[src/rtl/rpn_stack_sequencer.sv]
// Purpose: drives an external operand Stack from a stream of postfix tokens and reports the final value.
// Latency: operand busy 1 cycle, operator busy 5 cycles, final pop adds 3 cycles before result_valid.
// Backpressure: tok_ready is high only in IDLE; an error parks the block until rstn.
module rpn_stack_sequencer #(
    parameter int DEPTH     = 8,
    parameter int BANDWIDTH = 8
) (
    input  logic                 clk,
    input  logic                 rstn,
    input  logic                 tok_valid,
    output logic                 tok_ready,
    input  logic                 tok_is_op,
    input  logic                 tok_last,
    input  logic [BANDWIDTH-1:0] tok_data,
    output logic                 stk_push,
    output logic                 stk_pop,
    output logic [BANDWIDTH-1:0] stk_data,
    input  logic [BANDWIDTH-1:0] stk_top,
    output logic [BANDWIDTH-1:0] result,
    output logic                 result_valid,
    output logic                 error
);

    localparam int DW = $clog2(DEPTH) + 1;

    typedef enum logic [3:0] {
        S_IDLE, S_PUSH, S_POPB, S_CAPB, S_POPA, S_CAPA,
        S_PUSHR, S_FIN, S_FPOP, S_FCAP, S_ERR
    } state_t;

    state_t               state, state_nxt;
    logic [DW-1:0]        depth;
    logic                 last_q;
    logic [1:0]           opcode;
    logic [BANDWIDTH-1:0] opb;
    logic [BANDWIDTH-1:0] alu_res;
    logic                 accept;

    assign accept = tok_valid && tok_ready;

    // State register.
    always_ff @(posedge clk or negedge rstn) begin
        if (!rstn) state <= S_IDLE;
        else       state <= state_nxt;
    end

    // Next-state decode and Moore outputs towards the token source and the Stack.
    always_comb begin
        state_nxt = state;
        tok_ready = 1'b0;
        stk_push  = 1'b0;
        stk_pop   = 1'b0;
        error     = 1'b0;
        case (state)
            S_IDLE: begin
                tok_ready = 1'b1;
                if (accept) begin
                    if (tok_is_op) state_nxt = (depth < DW'(2))      ? S_ERR : S_POPB;
                    else           state_nxt = (depth == DW'(DEPTH)) ? S_ERR : S_PUSH;
                end
            end
            S_PUSH: begin
                stk_push  = 1'b1;
                state_nxt = last_q ? S_FIN : S_IDLE;
            end
            S_POPB: begin
                stk_pop   = 1'b1;
                state_nxt = S_CAPB;
            end
            S_CAPB:  state_nxt = S_POPA;
            S_POPA: begin
                stk_pop   = 1'b1;
                state_nxt = S_CAPA;
            end
            S_CAPA:  state_nxt = S_PUSHR;
            S_PUSHR: begin
                stk_push  = 1'b1;
                state_nxt = last_q ? S_FIN : S_IDLE;
            end
            S_FIN:   state_nxt = (depth != DW'(1)) ? S_ERR : S_FPOP;
            S_FPOP: begin
                stk_pop   = 1'b1;
                state_nxt = S_FCAP;
            end
            S_FCAP:  state_nxt = S_IDLE;
            S_ERR:   error = 1'b1;
            default: state_nxt = S_IDLE;
        endcase
    end

    // Operator evaluation; stk_top carries the deeper operand (opa) during CAPA.
    always_comb begin
        alu_res = '0;
        case (opcode)
            2'b00:   alu_res = stk_top + opb;
            2'b01:   alu_res = stk_top - opb;
            2'b10:   alu_res = stk_top * opb;
            default: alu_res = stk_top ^ opb;
        endcase
    end

    // Token latches, operand capture and occupancy tracking.
    always_ff @(posedge clk or negedge rstn) begin
        if (!rstn) begin
            depth    <= '0;
            last_q   <= 1'b0;
            opcode   <= 2'b00;
            opb      <= '0;
            stk_data <= '0;
        end else begin
            if (accept) begin
                last_q <= tok_last;
                if (tok_is_op) opcode   <= tok_data[1:0];
                else           stk_data <= tok_data;
            end
            if (state == S_CAPB) opb      <= stk_top;
            if (state == S_CAPA) stk_data <= alu_res;
            if (state == S_FCAP)  depth <= '0;
            else if (stk_push)    depth <= depth + DW'(1);
            else if (stk_pop)     depth <= depth - DW'(1);
        end
    end

    // Result register and its pulse update together so result is already new while result_valid is high.
    always_ff @(posedge clk or negedge rstn) begin
        if (!rstn) begin
            result       <= '0;
            result_valid <= 1'b0;
        end else begin
            result_valid <= (state == S_FCAP);
            if (state == S_FCAP) result <= stk_top;
        end
    end

endmodule
[config.mk]
export PLATFORM = sky130hd
export DESIGN_NAME = rpn_stack_sequencer
export DESIGN_NICKNAME = d
export VERILOG_FILES = /design/src/rtl/rpn_stack_sequencer.sv
export SDC_FILE = /design/constraint.sdc
export NUM_CORES = 1
export LEC_CHECK = 0
export CORE_UTILIZATION = 51
export DETAILED_ROUTE_END_ITERATION = 16
export PLACE_DENSITY = 0.74
export SYNTH_ARGS = -nofsm -noshare
export SYNTH_HDL_FRONTEND = slang
export SYNTH_SLANG_ARGS = --single-unit
export TNS_END_PERCENT = 10
[constraint.sdc]
create_clock -name clk -period 4.75 [get_ports clk]
set_input_delay 0.7125 -clock clk [delete_from_list [all_inputs] [get_ports clk]]
set_output_delay 0.7125 -clock clk [all_outputs]
set_load 0.005 [all_outputs]
==> flow_summary.yaml <==
status:
  run_status: "finished, final reports clean"
synth:
  syn_avg_cell_area_um2: 9.37
  synth_cells: 353
  seq_area_frac_synth: 0.272
  synthesis.nets: 418
  synth-seq-cells: 36
  async_flop_share: 1.00
  yosysUniqueCellTypes: 54
  netlist_area_um2: 3310
  synthFlopType: "dfrtp_1"
  synth-edff-count: 0
  yosysWarningCount: 0
clock_tree:
  cts_buffer_depth: 2
  post_cts.repair.setup_buffers: 0
  clk_pin_slew_ns: 0.07
  hold_buffers: 0
  insertion_delay_ns: 0.29
  cts_tree: "built"
  cts_resized: 0
  h-tree-depth: 2
  cts_root_buf: "clkbuf_8"
  tritoncts.num_buffers: 5
  cts_sinks: 36
floorplanning:
  coreArea_um2: 6100
  placementRows: 28
  io_pins: 42
  dieArea_um2: 6810
  fp.dieH_um: 82.5
  die_w_um: 82.5
  start_util: 0.542
placement:
  dp.final_hpwl_um: 5210
  dp.cells: 461
  port_buffers: 41
  placed_cell_area_um2: 3770
  gp_congestion: 0.836
drt:
  ant_nets: 0
  drt_iter0_markers: 174
  drt-total-wl_um: 6930
  firstDrtPassIters: 4
  vias: 2523
  drc: 0
  wl_per_cell_um: 14.8
  routed_via_density: 5.38
worst_setup_path:
  end_kind: "flip-flop"
  cp_max_fo: 6
  cp-start-kind: "input port"
  critical_path_arrival_ns: 4.53
  rr_startpoint: "opb[4]"
  reg2regPathDepth: 14
  path_class: "input port to flip-flop"
  required_ns: 4.89
  rr_endpoint: "stk_data[7]"
  ff2ff_setup_slack_ns: 0.72
hold_path:
  holdCritPathClass: "flip-flop to flip-flop"
  min_from: "stk_data[5]"
  hold_end: "stk_data[5]"
  min_delay_path_depth: 2
sta:
  relSlewSlack: 0.344
  setup_tns_ns: 0
  drv_slew: 0
  rsz0062_at_grt: "no"
  final-setup-viol-count: 0
  fin_crit_ns: 4.39
  worstMarginPinSlew_ns: 0.981
  period_share: 0.925
  skew_ns: 0.00730
  finalHoldViolCount: 0
  timing.fmax_ghz: 0.228
power:
  clkPwrFrac: 0.073
  finalPower_mw: 3.07
  combPwrFrac: 0.686
  powerDensity_nw_per_um2: 795
  seqPwrFrac: 0.240
  ir_drop_mv: 0.400
  p_leak_nw: 1.72
  switching_share: 0.453
  internal_power_mw: 1.68
  p_sw_mw: 1.39
final_layout:
  final_cell_mix: "clkdlybuf4s50_1 (40), inv_1 (36), dfrtp_1 (36)"
  syn_to_final_growth_pct: 16.8
  diodes: 0
  drive_above_1_share: 0.112
  fillers: 513
  layout_commonest_cell: "clkdlybuf4s50_1"
  final_nets: 458
  final_cells: 469
  stdcell_area_um2: 3860
job:
  drv_cap: 0
global_routing:
  grt-ovfl-total: 0
  antenna_found_initial: 0
  grt_usage: 0.233
  grt_start_max_net_pins: 37
  grt_first_pass_wirelength_um: 12000
  grt_pass1_vias: 2608
-- cell usage after synthesis, drive strengths merged, types with 3 or more instances --
| master | number | area, um^2 |
|---|---|---|
| mux2i | 10 | 100 |
| nor2 | 33 | 143 |
| nand2 | 32 | 123 |
| nand2b | 6 | 37.5 |
| nor2b | 4 | 25.0 |
| o21ai | 15 | 75.1 |
| o211ai | 7 | 52.6 |
| nor3 | 5 | 41.3 |
| xnor2 | 27 | 244 |
| dfrtp | 36 | 901 |
| mux2 | 19 | 214 |
| a21oi | 14 | 85.1 |
| buf | 12 | 76.3 |
| a22oi | 4 | 30.0 |
| and2 | 13 | 83.8 |
| xor2 | 8 | 70.1 |
| a31oi | 3 | 18.8 |
| inv | 36 | 135 |
| fa | 13 | 260 |
| ha | 31 | 388 |
-- power groups by stage --
| stage | Clock, mW | Combinational [mW] | Sequential [mW] |
|---|---|---|---|
| floorplan | 0 | 1.76 | 0.581 |
| global placement | 0 | 2.05 | 0.731 |
| detailed placement | 0 | 2.11 | 0.735 |
| CTS | 0.233 | 2.13 | 0.733 |
| global route | 0.245 | 2.40 | 0.769 |
| finish | 0.225 | 2.11 | 0.738 |
-- registers in the layout, indices dropped and copies added, names as in the netlist --
name / cells
opcode: 2
state: 4
stk_data: 8
opb: 8
result: 8
last_q: 1
result_valid: 1
depth: 4
-- area by class of cell --
class                   count  area [um^2]  area share
flip-flops and latches     36          901       0.233
well taps                  75         93.8      0.0243
multi-input cells         267         2190       0.566
clock inverters             1         7.51     0.00194
repair buffers             47          450       0.117
inverters                  36          135      0.0350
clock buffers               7         86.3      0.0224
-- layer usage --
layer | track usage | part of all wire | up-vias
met5 | 0 | 0 | -
met4 | 0.0603 | 0.014 | 0
met3 | 0.0363 | 0.046 | 9
met2 | 0.383 | 0.44 | 61
met1 | 0.319 | 0.50 | 1192
li1 | - | - | 1261
-- how the worst max path moves through the flow --
stage / startpoint / endpoint / slack [ns] / cells past startpoint
6_report: stk_top[3] / stk_data[7] / 0.36 / 16
5_1_grt: stk_top[2] / stk_data[7] / 0.15 / 15
4_1_cts: stk_top[3] / stk_data[7] / 0.34 / 16
3_5_place_dp: stk_top[2] / stk_data[7] / 0.04 / 15
3_3_place_gp: stk_top[2] / stk_data[7] / 0.14 / 15
2_1_floorplan: stk_top[1] / stk_data[7] / 0.85 / 14
-- per-stage QoR --
step / setup WS (ns) / hold WS, ns / utilization
finish: 0.357 / 0.508 / 0.633
global route: 0.150 / 0.535 / 0.633
CTS: 0.342 / 0.512 / 0.633
detailed placement: 0.0418 / 0.490 / 0.618
global placement: 0.141 / 0.488 / 0.618
floorplan: 0.845 / 0.417 / -
-- worst max-delay path, cell delays in order --
cell and delay [ns]:
clkdlybuf4s50_1 0.60, ha_1 0.19, inv_1 0.06, fa_1 0.51, inv_1 0.05, ha_1 0.29
fa_1 0.54, inv_1 0.05, fa_1 0.53, inv_1 0.05, ha_1 0.32, a21oi_1 0.16
xnor2_1 0.16, xnor2_1 0.09, mux2i_1 0.13, a31oi_1 0.09
-- kinds of logic (layout without fill, tap and decap cells) --
kind of cell,after synthesis,count (layout),synth area share
buf+inv,50,91,0.0662
xor+xnor,35,35,0.0950
simple gates,106,106,0.172
compound gates,53,53,0.104
mux,29,29,0.0950
flops,36,36,0.272
fa+ha+maj,44,44,0.196
(Power assumes the default switching activity.)
==> variant 1: new RTL, same settings <==
Reset style: synchronous (`rstn`), changed in 3 clocked blocks.
--- a/src/rtl/rpn_stack_sequencer.sv
+++ b/src/rtl/rpn_stack_sequencer.sv
@@ -39,7 +39,7 @@
     assign accept = tok_valid && tok_ready;
 
     // State register.
-    always_ff @(posedge clk or negedge rstn) begin
+    always_ff @(posedge clk) begin
         if (!rstn) state <= S_IDLE;
         else       state <= state_nxt;
     end
@@ -100,7 +100,7 @@
     end
 
     // Token latches, operand capture and occupancy tracking.
-    always_ff @(posedge clk or negedge rstn) begin
+    always_ff @(posedge clk) begin
         if (!rstn) begin
             depth    <= '0;
             last_q   <= 1'b0;
@@ -122,7 +122,7 @@
     end
 
     // Result register and its pulse update together so result is already new while result_valid is high.
-    always_ff @(posedge clk or negedge rstn) begin
+    always_ff @(posedge clk) begin
         if (!rstn) begin
             result       <= '0;
             result_valid <= 1'b0;
Formal check against the unedited RTL: differs if rstn is asserted again (counterexample within 4 cycles, from zero or initial values and one cycle with rstn low); with rstn held inactive, the same outputs for 10 cycles.
==> variant 1 against the original RTL <==
  * Clock skew decreased by 0.0052 ns
  * Cell area is 0.71% higher
  * Critical path depth rose by 1
  * Core utilization rose by 1.2 points
  * Routed wire length is 8.7% higher
  * Setup slack got worse by 0.021 ns
  * Fmax is 0.48% lower
  * Synthesized area fell by 1.9%
  * Sequential cell count unchanged
  * Count of clock-buffer cells in the layout increased by 1
  * Sequential share of layout area decreased by 4.8 points
  * Synthesized cell count rose by 12%
  * Non-clock buffer count grew 12
Power is not compared: it rests on default switching activity, and its combinational part moved more than twofold at a synthesized area within 25%.
==> variant 1: results <==
[global_routing]
grt_pass1_wl_um = 12200
first_global_vias = 2604
grt_max_degree = 33
antenna_found_initial = 0
grt_usage = 0.240

[power]
irDropWorstVdd_uv = 290
p_leak_nw = 1.74

[synth]
synthArstFlopShare = 0
synthesis.nets = 462
yosys_warnings = 0
yosysSeqAreaShare = 0.222
synth_area_leaders = dfxtp_1 22%, ha_1 12%, fa_1 8.0%
synthTopCellsByCount = 66 x nand2_1, 37 x inv_1, 36 x dfxtp_1
ys_ff_latch = 36
synthDistinctLibCells = 50
avgSynthCellArea_sq_um = 8.17

[cts]
clock_tree.root_cell = clkbuf_8
htreeDepth = 2
cts_buffers = 5
path_clk_slew_ns = 0.07
worstSkewPairLatency_ns = 0.29
clock_tree.buffer_depth = 2
cts_setup_buffers = 0

[cells_and_area]
antenna_cells = 0
layout.cells.non_filler = 517
drive_gt1_frac = 0.0837
fin_nets = 506
top_regs = opb x8, result x8, stk_data x8

[drt]
vias_per_cell = 5.28
drt_iter0_drc = 62
wl_um = 7530
firstDrtPassIters = 4

[setup_path]
cpMaxStageDelayCell = fa_1
cpPeakStageDelay_ns = 0.53
cp_max_fo = 6
cp.arrival_ns = 4.63

[placement]
dp_worst_setup_slack_ns = -0.358
io_buffers = 41
hpwl_um = 5960
placedCellCount = 509
place_congestion = 0.917

[sta]
finClkSkew_ns = 0.00207
maxSlewHeadroom = 0.354

[min_path]
holdCritPathClass = reg2reg

[status]
status = complete, no violations
==> variant 1: cell types whose count changed after synthesis, moves of 5 or more <==
cell      change
dfrtp_1      -36
dfxtp_1      +36
clkbuf_1     +11
a21boi_0     +19
nor3_1        +6
nor2_1       -10
mux2_2       -17
nand2_1      +35
o21ai_0       -5
==> variant 1: report_power, final <==
part           total (W)  switching, W  internal [W]  leakage [nW]
clock network   0.000230      0.000112      0.000118        0.0455
registers       0.000433     0.0000828      0.000350         0.292
logic           0.000601      0.000293      0.000308          1.40
total            0.00126      0.000487      0.000777          1.74
==> variant 1: cells by family (layout without fill, tap and decap cells) <==
family | after synthesis | after routing | share of synthesized area
AOI/OAI and AO/OA | 70 | 70 | 0.150
adders and majority gates | 44 | 44 | 0.200
DFF | 36 | 36 | 0.222
xor gates and xnor gates | 31 | 31 | 0.0922
and+or+nand+nor | 142 | 142 | 0.211
muxes | 15 | 15 | 0.0474
buffers and inverters | 59 | 104 | 0.0775
==> variant 1: metrics by stage <==
stage / cell area [sq um] / utilization / total power, W
global placement: 3770 / 0.626 / 0.00102
CTS: 3860 / 0.640 / 0.00127
floorplan: 3240 / - / 0.000860
global route: 3890 / 0.645 / 0.00136
finish: 3890 / 0.645 / 0.00126
detailed placement: 3770 / 0.626 / 0.00104
==> variant 1: critical path: cells and delay by family <==
| family | cells | cell delay, ns |
|---|---|---|
| buffers and inverters | 4 | 0.70 |
| adders and majority gates | 5 | 1.90 |
| xor gates and xnor gates | 2 | 0.41 |
| and+or+nand+nor | 2 | 0.22 |
| AOI/OAI and AO/OA | 4 | 0.70 |
==> variant 1: path summary, 6_finish.rpt <==
check             start           to  slack, ns  cells after the start
min reg2reg   result[7]    result[7]       0.47                      2
min           result[7]    result[7]       0.47                      2
max          stk_top[1]  stk_data[7]       0.34                     17
max reg2reg      opb[3]  stk_data[7]       0.79                     16
==> variant 1: what timing repair did <==
| action | in CTS | in global routing |
|---|---|---|
| resized for setup | 2 | 8 |
| pin swaps | 0 | 3 |
| endpoints found under the setup margin | 1 | 1 |
==> variant 1: cell type report <==
class | instances | area (sq um)
fillers | 538 | 2140
clock buffers | 8 | 90.1
repair buffers | 59 | 549
well taps | 75 | 93.8
multi-input cells | 302 | 2300
flip-flops and latches | 36 | 721
inverters | 37 | 139
==> variant 1: layer usage <==
metal  share of wire  GRT usage  wire, um
met1            0.48      0.308      3650
met2            0.47      0.414      3530
met3           0.033     0.0411       246
met4           0.014     0.0614       106
met5               0          0         0
==> variant 2: new RTL, same flow settings <==
Without the edit above. The parameter `DEPTH` goes from 8 to 4.
--- a/src/rtl/rpn_stack_sequencer.sv
+++ b/src/rtl/rpn_stack_sequencer.sv
@@ -2,7 +2,7 @@
 // Latency: operand busy 1 cycle, operator busy 5 cycles, final pop adds 3 cycles before result_valid.
 // Backpressure: tok_ready is high only in IDLE; an error parks the block until rstn.
 module rpn_stack_sequencer #(
-    parameter int DEPTH     = 8,
+    parameter int DEPTH     = 4,
     parameter int BANDWIDTH = 8
 ) (
     input  logic                 clk,
Formal check against the unedited RTL: not equivalent (a bounded check fails within 10 cycles, from zero or initial values and one cycle with rstn low).
==> variant 2 against the original RTL <==
  * Synthesized area fell by 1.1%
  * Cell area is 0.42% higher
  * Total power grew 3.1%
  * Non-clock buffer count grew 9
  * Routed wire length rose by 0.56%
  * Setup slack worse by 0.070 ns
  * Sequential cell count decreased by 1
  * Largest cell class unchanged
  * Highest routed layer unchanged
==> variant 2: results <==
[setup_path]
cp_max_fo = 3
rr_startpoint = opb[3]
cp.arrival_ns = 4.68
r2r_cells = 16
cpPeakStageDelay_ns = 0.54
cpMaxStageDelayCell = fa_1
startpoint = stk_top[3]

[placement]
placed_area_sq_um = 3770
hpwl_um = 5340
io_buffers = 41
place_congestion = 0.876

[min_path]
min_from = stk_data[5]
holdCritPathClass = reg2reg

[status]
status = complete, no violations

[drt]
drt_iter0_drc = 71
firstDrtPassIters = 4
wl_per_cell_um = 14.9
vias_per_cell = 5.34

[global_routing]
grt_usage = 0.233
grt_pass1_wl_um = 11700
grt_max_degree = 36
first_global_vias = 2427

[sta]
setup_viol = 0
maxSlewHeadroom = 0.255
finClkSkew_ns = 0.00936

[power]
p_leak_nw = 1.79
irDropWorstVdd_uv = 422

[cts]
htreeDepth = 2
cts_buffers = 5
clock_tree.buffer_depth = 2
cts_resized = 0
worstSkewPairLatency_ns = 0.29
cts_setup_buffers = 0

[cells_and_area]
top_regs = opb x8, result x8, stk_data x8
nFillCells = 509
antenna_cells = 0
layout.cells.non_filler = 467
fin_nets = 457
drive_gt1_frac = 0.153

[synth]
synth_edf_count = 0
synthesis.nets = 409
yosysSeqAreaShare = 0.268
yosys_warnings = 0
synthDistinctLibCells = 51
synth_cells = 343
synth_area_leaders = dfrtp_1 27%, ha_1 12%, fa_1 8.0%
synthTopCellsByCount = 35 x dfrtp_1, 35 x inv_1, 32 x ha_1
synthArstFlopShare = 1.00
==> variant 2: cell types whose count changed in the layout (fill, tap and decap cells not counted), sizes merged, moves of 3 or more <==
cell / unedited run / this run
nor2: 33 / 27
buf: 7 / 16
a211oi: 0 / 3
nor2b: 4 / 7
xnor2: 27 / 24
==> variant 2: cell families after synthesis <==
family,Yosys count,share of synthesized area
adders and majority gates,45,0.202
xor gates and xnor gates,33,0.0990
AOI/OAI and AO/OA,54,0.108
muxes,28,0.0925
and+or+nand+nor,98,0.156
buffers and inverters,50,0.0753
DFF,35,0.268
==> variant 2: cell type report <==
class	instances	area, sq um	area share
tap	75	93.8	0.0242
sequential	35	876	0.226
inverter	35	131	0.0339
multi-input combinational	258	2160	0.556
clock inverter	2	16.3	0.00419
clock buffer	6	82.6	0.0213
timing repair buffer	56	520	0.134
==> variant 2: where the power goes <==
| part | internal, W | total [W] | switching, W |
|---|---|---|---|
| clock network | 0.000118 | 0.000227 | 0.000109 |
| registers | 0.000444 | 0.000680 | 0.000236 |
| logic | 0.00121 | 0.00226 | 0.00105 |
| total | 0.00177 | 0.00317 | 0.00140 |
==> variant 2: final timing paths <==
path                          endpoint  slack, ns
max in group asynchronous  stk_data[7]       3.73
min                        stk_data[5]       0.50
min reg2reg                stk_data[5]       0.50
min in group asynchronous  stk_data[3]       0.51
max reg2reg                stk_data[7]       0.57
max                        stk_data[7]       0.29
==> variant 2: worst min-delay path: cells and delay by family, from the launching register on <==
kind | cells | cell delay (ns)
DFF | 1 | 0.34
AOI/OAI and AO/OA | 1 | 0.07
and+or+nand+nor | 1 | 0.06
==> variant 2: through the flow <==
step | setup WS (ns) | TNS (ns) | hold WS, ns
floorplan | 0.479 | 0 | 0.417
global placement | -0.168 | -0.168 | 0.489
detailed placement | -0.251 | -0.287 | 0.494
CTS | 0.0426 | 0 | 0.512
global route | 0.101 | 0 | 0.534
finish | 0.287 | 0 | 0.500
==> variant 2: layer usage <==
metal,track usage,vias to the layer above,wire length (um)
li1,-,1237,-
met1,0.323,1204,3380
met2,0.384,47,3300
met3,0.0352,5,234
met4,0.0509,0,50
met5,0,-,0
